File: config.mk
export PLATFORM = sky130hd
export DESIGN_NAME = down_timer
export DESIGN_NICKNAME = d
export VERILOG_FILES = /design/src/rtl/down_timer.sv
export SDC_FILE = /design/constraint.sdc
export NUM_CORES = 1
export LEC_CHECK = 0
export ABC_AREA = 1
export ABC_CLOCK_PERIOD_IN_PS = 1730
export CELL_PAD_IN_SITES_DETAIL_PLACEMENT = 1
export CELL_PAD_IN_SITES_GLOBAL_PLACEMENT = 2
export CORE_ASPECT_RATIO = 1.5
export CORE_MARGIN = 2
export CORE_UTILIZATION = 25
export DETAILED_ROUTE_END_ITERATION = 16
export PLACE_DENSITY = 0.83
export SYNTH_ARGS = -nofsm -noshare
export SYNTH_HDL_FRONTEND = slang
export SYNTH_SLANG_ARGS = --single-unit
File: constraint.sdc
create_clock -name clk -period 1.73 [get_ports clk]
set_input_delay 0.519 -clock clk [delete_from_list [all_inputs] [get_ports clk]]
set_output_delay 0.519 -clock clk [all_outputs]
set_load 0.01 [all_outputs]
File: src/rtl/down_timer.sv
// Loadable down counter with one-shot / periodic reload and registered terminal-count pulse.
// Optional prescaler enabled by defining DOWN_TIMER_PRESCALE_EN.
module down_timer #(
  parameter int unsigned WIDTH    = 4,
  parameter int unsigned PRESCALE = 4
) (
  input  logic             clk,
  input  logic             n_reset,
  input  logic             enable,
  input  logic             load,
  input  logic [WIDTH-1:0] load_value,
  input  logic             mode,
  output logic [WIDTH-1:0] Q,
  output logic             zero,
  output logic             tc_pulse,
  output logic             running
);

  localparam logic [1:0] StIdle    = 2'd0;
  localparam logic [1:0] StRun     = 2'd1;
  localparam logic [1:0] StExpired = 2'd2;

  if (WIDTH < 2 || PRESCALE < 1) begin : g_param_check
    $error("down_timer: WIDTH must be >= 2 and PRESCALE >= 1");
  end

  logic [WIDTH-1:0] q_q, q_d;
  logic [WIDTH-1:0] reload_q, reload_d;
  logic             mode_q, mode_d;
  logic [1:0]       state_q, state_d;
  logic             tc_q, tc_d;
  logic             tick;
  logic             step;

  assign step = (state_q == StRun) && enable && !load;

`ifdef DOWN_TIMER_PRESCALE_EN
  localparam int unsigned PsW = (PRESCALE > 1) ? $clog2(PRESCALE) : 1;
  localparam logic [PsW-1:0] PsLast = PsW'(PRESCALE - 1);

  logic [PsW-1:0] psc_q, psc_d;

  assign tick = (psc_q == PsLast);

  always_comb begin
    psc_d = psc_q;
    if (load) begin
      psc_d = '0;
    end else if (step) begin
      psc_d = tick ? '0 : psc_q + 1'b1;
    end
  end

  always_ff @(posedge clk) begin
    if (!n_reset) psc_q <= '0;
    else          psc_q <= psc_d;
  end
`else
  assign tick = 1'b1;
`endif

  always_comb begin
    q_d      = q_q;
    reload_d = reload_q;
    mode_d   = mode_q;
    state_d  = state_q;
    tc_d     = 1'b0;
    if (load) begin
      q_d      = load_value;
      reload_d = load_value;
      mode_d   = mode;
      state_d  = (load_value != '0) ? StRun : StIdle;
    end else if (step && tick) begin
      if (q_q > WIDTH'(1)) begin
        q_d = q_q - 1'b1;
      end else if (q_q == WIDTH'(1)) begin
        tc_d = 1'b1;
        if (mode_q) begin
          q_d = reload_q;
        end else begin
          q_d     = '0;
          state_d = StExpired;
        end
      end
    end
  end

  always_ff @(posedge clk) begin
    if (!n_reset) begin
      q_q      <= '0;
      reload_q <= '0;
      mode_q   <= 1'b0;
      state_q  <= StIdle;
      tc_q     <= 1'b0;
    end else begin
      q_q      <= q_d;
      reload_q <= reload_d;
      mode_q   <= mode_d;
      state_q  <= state_d;
      tc_q     <= tc_d;
    end
  end

  assign Q        = q_q;
  assign zero     = (q_q == '0);
  assign tc_pulse = tc_q;
  assign running  = (state_q == StRun);

endmodule

---- Word level (Yosys, flattened, before mapping) ----
Index checks and enable logic that the tools add are counted.
word-level totals
  bits in registers ....................... 12
  input bits .............................. 9
  output and inout port bits .............. 7
  logic and storage cells ................. 36
cells by class
  add/subtract/negate cells ............... 1
  order comparisons ....................... 1
  eq/ne operators ......................... 4
  muxes and demuxes ....................... 12
  bitwise gates (word level) .............. 2
  reduce and logical (&&, ||, !) cells .... 11
operators with widths
  operator                                                       count
  two-way mux 4 bit                                              5
  two-way mux 2 bit                                              5
  equality test 4 x 1 -> 1 bit, second input constant            1
  greater-than comparator 4 x 1 -> 1 bit, second input constant  1
  logical NOT 4 bit                                              1
  inequality test 2 bit, second input constant                   2
  AND reduction 4 bit                                            1
  nonzero test 2 bit                                             2
  nonzero test 4 bit                                             1
  OR reduction 4 bit                                             1
  subtractor 4 x 1 -> 4 bit, second input constant               1
  nonzero test 3 bit                                             1
  equality test 2 x 1 -> 1 bit, second input constant            1
  logical AND 1 bit                                              2
  two-way mux 1 bit                                              2
  NOT 1 bit                                                      2
  AND reduction 2 bit                                            1
  logical NOT 1 bit                                              1

---- Depth between registers and ports, before layout ----
  word-level depth ........................ 5
  depth in mapped cells ................... 9
  mapped depth without buffers ............ 9

---- Worst setup path before layout ----
Ideal clock, no wire load.
  path kind ............................... register -> output
  start ................................... register q_q[0], in the netlist Q[0]
  end ..................................... output port zero
  arrival ................................. 932 ps
  setup slack ............................. 279 ps
  cell stages (with the launch flop) ...... 4
  buffers on the path ..................... 0
  cell sequence ........................... dfxtp_1 > inv_1 > ha_1 > nor3b_1
on the way
  cells in the longest elaborated chain, start to end .. 1
RTL lines
  item                    line  source
  start, declared         27    logic [WIDTH-1:0] q_q, q_d;
  start signal, assigned  96    q_q <= q_d;
  logical NOT 4 bit       105   assign zero = (q_q == '0);
  end, declared           14    output logic zero,
No other way between the ends.

---- Worst setup path after layout ----
Same ends and word-level chain as after synthesis.

==> results.md <==
- Achievable clock frequency: 599.9 MHz
- Remaining Overflow, GRT: 0
- Die W: ~46 µm
- Final core utilization: 37.41%
- Via/cell ratio: 4.426
- TNS Setup: 0 ps
- Synthesis-to-layout area growth: 46.08%
- Crit-path cells: inv_1 -> ha_1 -> nor3b_2 -> clkdlybuf4s15_2
- Fraction of the mapped netlist area in adder cells: 5.597%
- Final #Nets: 139
- Antenna diodes: 0
- H-tree levels: 1
- Number of enable flip-flop cells after synthesis: 0
- Busiest grt layer: met2
- Pleak: about 0.46 nW
- WL final: 1.773 mm
- Peak supply drop: 446.8 µV
- Setup ws final: 63.07 ps
- Antenna violations before repair: 0
- RePlAce Congestion: 0.7726
- Largest net degree at the start of global routing: 11
- Slew Limit Fails: 0
- Main synth FF type: dfxtp_1
- Clock transition at the registers of the reported paths: about 50 ps
- Most frequent cells after synthesis: nand2_1, a21oi_1, dfxtp_1, inv_1, nor2_1
- Met2 usage: a little under a quarter
- Post-place setup slack: -40.65 ps
- Status: finished, final reports clean
- WL per Instance: between 10 and 15 µm
- Top cells by area, synth: dfxtp_1, nand2_1, a21oi_1
- GR Util met1: ~15%
- IO Count: 16
- Synth top area share: 35.82%
- Area leader, netlist: dfxtp_1
- Mux contribution to synthesized area: 0%
- Critical path fanouts, max: 2
- Synth Net Count: 110
- Clk_lat worst skew: 230 ps
- CTS max path bufs: 2
- Synthesis-stage register bit count: 12
- Postcts setup bufs: 0
- Max-cap violation count: 0
- Final ANT Viol Nets: 0
- Pre-Repair DR Iteration Count: 4
- Top-count cell post-synth: nand2_1
- Cts bufs inserted: 3
- FILL cells: 333
- Ratio of cells with drive above 1 in the final layout: 18.40%
- GRT Total Usage: 13.68%
- CTS tree: yes
- Full die area: about 0.0031 mm²
- Post-route cell area: slightly below 0.001 mm²
- FF-to-FF setup slack: 150 ps
- Port-buffer cells: 15
- Synth async-reset ratio: 0%
- Min-Delay Startpoint: reload_q[3]
- Cell Pwr Density: 877.5 mW/mm²
- Post-layout total power: 859.7 µW
- Final Hold Fails: 0
- WS Path Type: register to primary output
- Setup Skew: 1.672 ps
- Final Critical Period: about 1700 ps
- Simple-gate share of the synthesized area: 38.06%
- HPWL Detailed: 1.498 mm
- RSZ-0062 raised after global routing: no
- Core Region: 0.002619 mm²
- Row Count: 23
- Worst setup path start: Q[0]
- Area of the mapped netlist: 670.6 µm²
- First-pass GRT wire length: 3.077 mm
- Reg2reg start: Q[0]
- GR Util met3: between 2 and 3%
- Critical Path Max Stage Delay: 320 ps
- Die height: approximately 67 µm
- Slowest CP cell: dfxtp_2
- WP data required: roughly 1200 ps
- Number of global-route vias before repair: 728
- Actual slew at the worst max-slew pin: 244.3 ps
- Critical Path Source Type: register
- Tcrit/Tclk final: 96.35%
- Class of the worst hold path: register to register
- Final setup fails: 0
- Root buffer cell: clkbuf_8
- Mean Syn Cell Area: approximately 6.8 µm²
- Worst Setup End Kind: primary output
- Crit path arrival time: 1150 ps
- Cells after Synth: a little under 100
- Sequential area share after synthesis: 35.82%
- Post-Synth XOR/XNOR Area: 1.306%
- Yosys Warn Count: 0
- Library cells used by synthesis: 20
- Largest family of logic cells by synthesized area: simple AND/OR/NAND/NOR gates
- DP Area: ~940 µm²
- Via count: 717
- Iter 0 DRT Violations: 10
- TritonCTS Sinks: 12
- Synth Area in Compound Gates: 11.19%
- Max transition margin: 83.59%
- Initial Utilization: 25.61%
- DRC: 0
[layout make-up]
cell class | count | area [µm²] | share of cell area, %
Clock buffer | 3 | 41.29 | 4.215
Timing Repair Buffer | 25 | 220.2 | 22.48
Tap cell | 37 | 46.29 | 4.725
Sequential cell | 12 | 241.5 | 24.65
Multi-Input combinational cell | 72 | 381.6 | 38.95
Inverter | 13 | 48.80 | 4.981
[through the flow]
stage          hold slack [ps]  std cells
2_1_floorplan            440.4         98
3_3_place_gp             451.6        159
3_5_place_dp             465.3        159
4_1_cts                  473.5        162
5_1_grt                  502.9        162
6_report                 468.4        162
[per-layer routing]
metal	vias to the layer above	wire length, µm
met5	-	0
met4	0	19
met3	2	37
met2	9	961
met1	332	755
li1	374	-
[what timing repair did]
action / 4_1_cts / 5_1_grt
hold buffers: 0 / 0
gates resized for setup: 9 / 1
endpoints found under the setup margin: 6 / 1
[logic make-up after synthesis]
logic type	count (synthesis)
AND/OR/NAND/NOR	53
buffers and inverters	14
flip-flops	12
adder cells (fa/ha/maj)	3
XOR/XNOR	1
AO/OA/AOI/OAI	15
[where the power goes]
group          switching (mW)  internal [mW]
combinational           0.164          0.138
clock                  0.0943          0.153
sequential             0.0118          0.299
[registers in the layout (all words and copies together), names as in the netlist]
name and cells:
state_q 2, tc_pulse 1, reload_q 4, Q 4
mode_q 1
[cells in the final DEF, fill, tap and decap left out, types with 5 or more instances in the layout]
cell	count
nor2_1	9
buf_4	10
inv_1	11
dfxtp_1	11
nor3_1	5
dlygate4sd2_1	5
nand2_1	23
nand3_1	7
a21oi_1	12
clkdlybuf4s50_1	9
[path summary, 6_finish.rpt]
path / depth (start not counted) / end
worst max-delay path: 4 / zero
worst min-delay path: 2 / reload_q[3]
worst max register to register: 10 / Q[1]
worst min register to register: 2 / reload_q[3]
[worst max-delay path: cells and delay by family, from the launching register on]
kind / cells / cell delay, ps
simple gates: 1 / 140
fa+ha+maj: 1 / 180
buf+inv: 2 / 270
flops: 1 / 320
(Power assumes the default switching activity.)
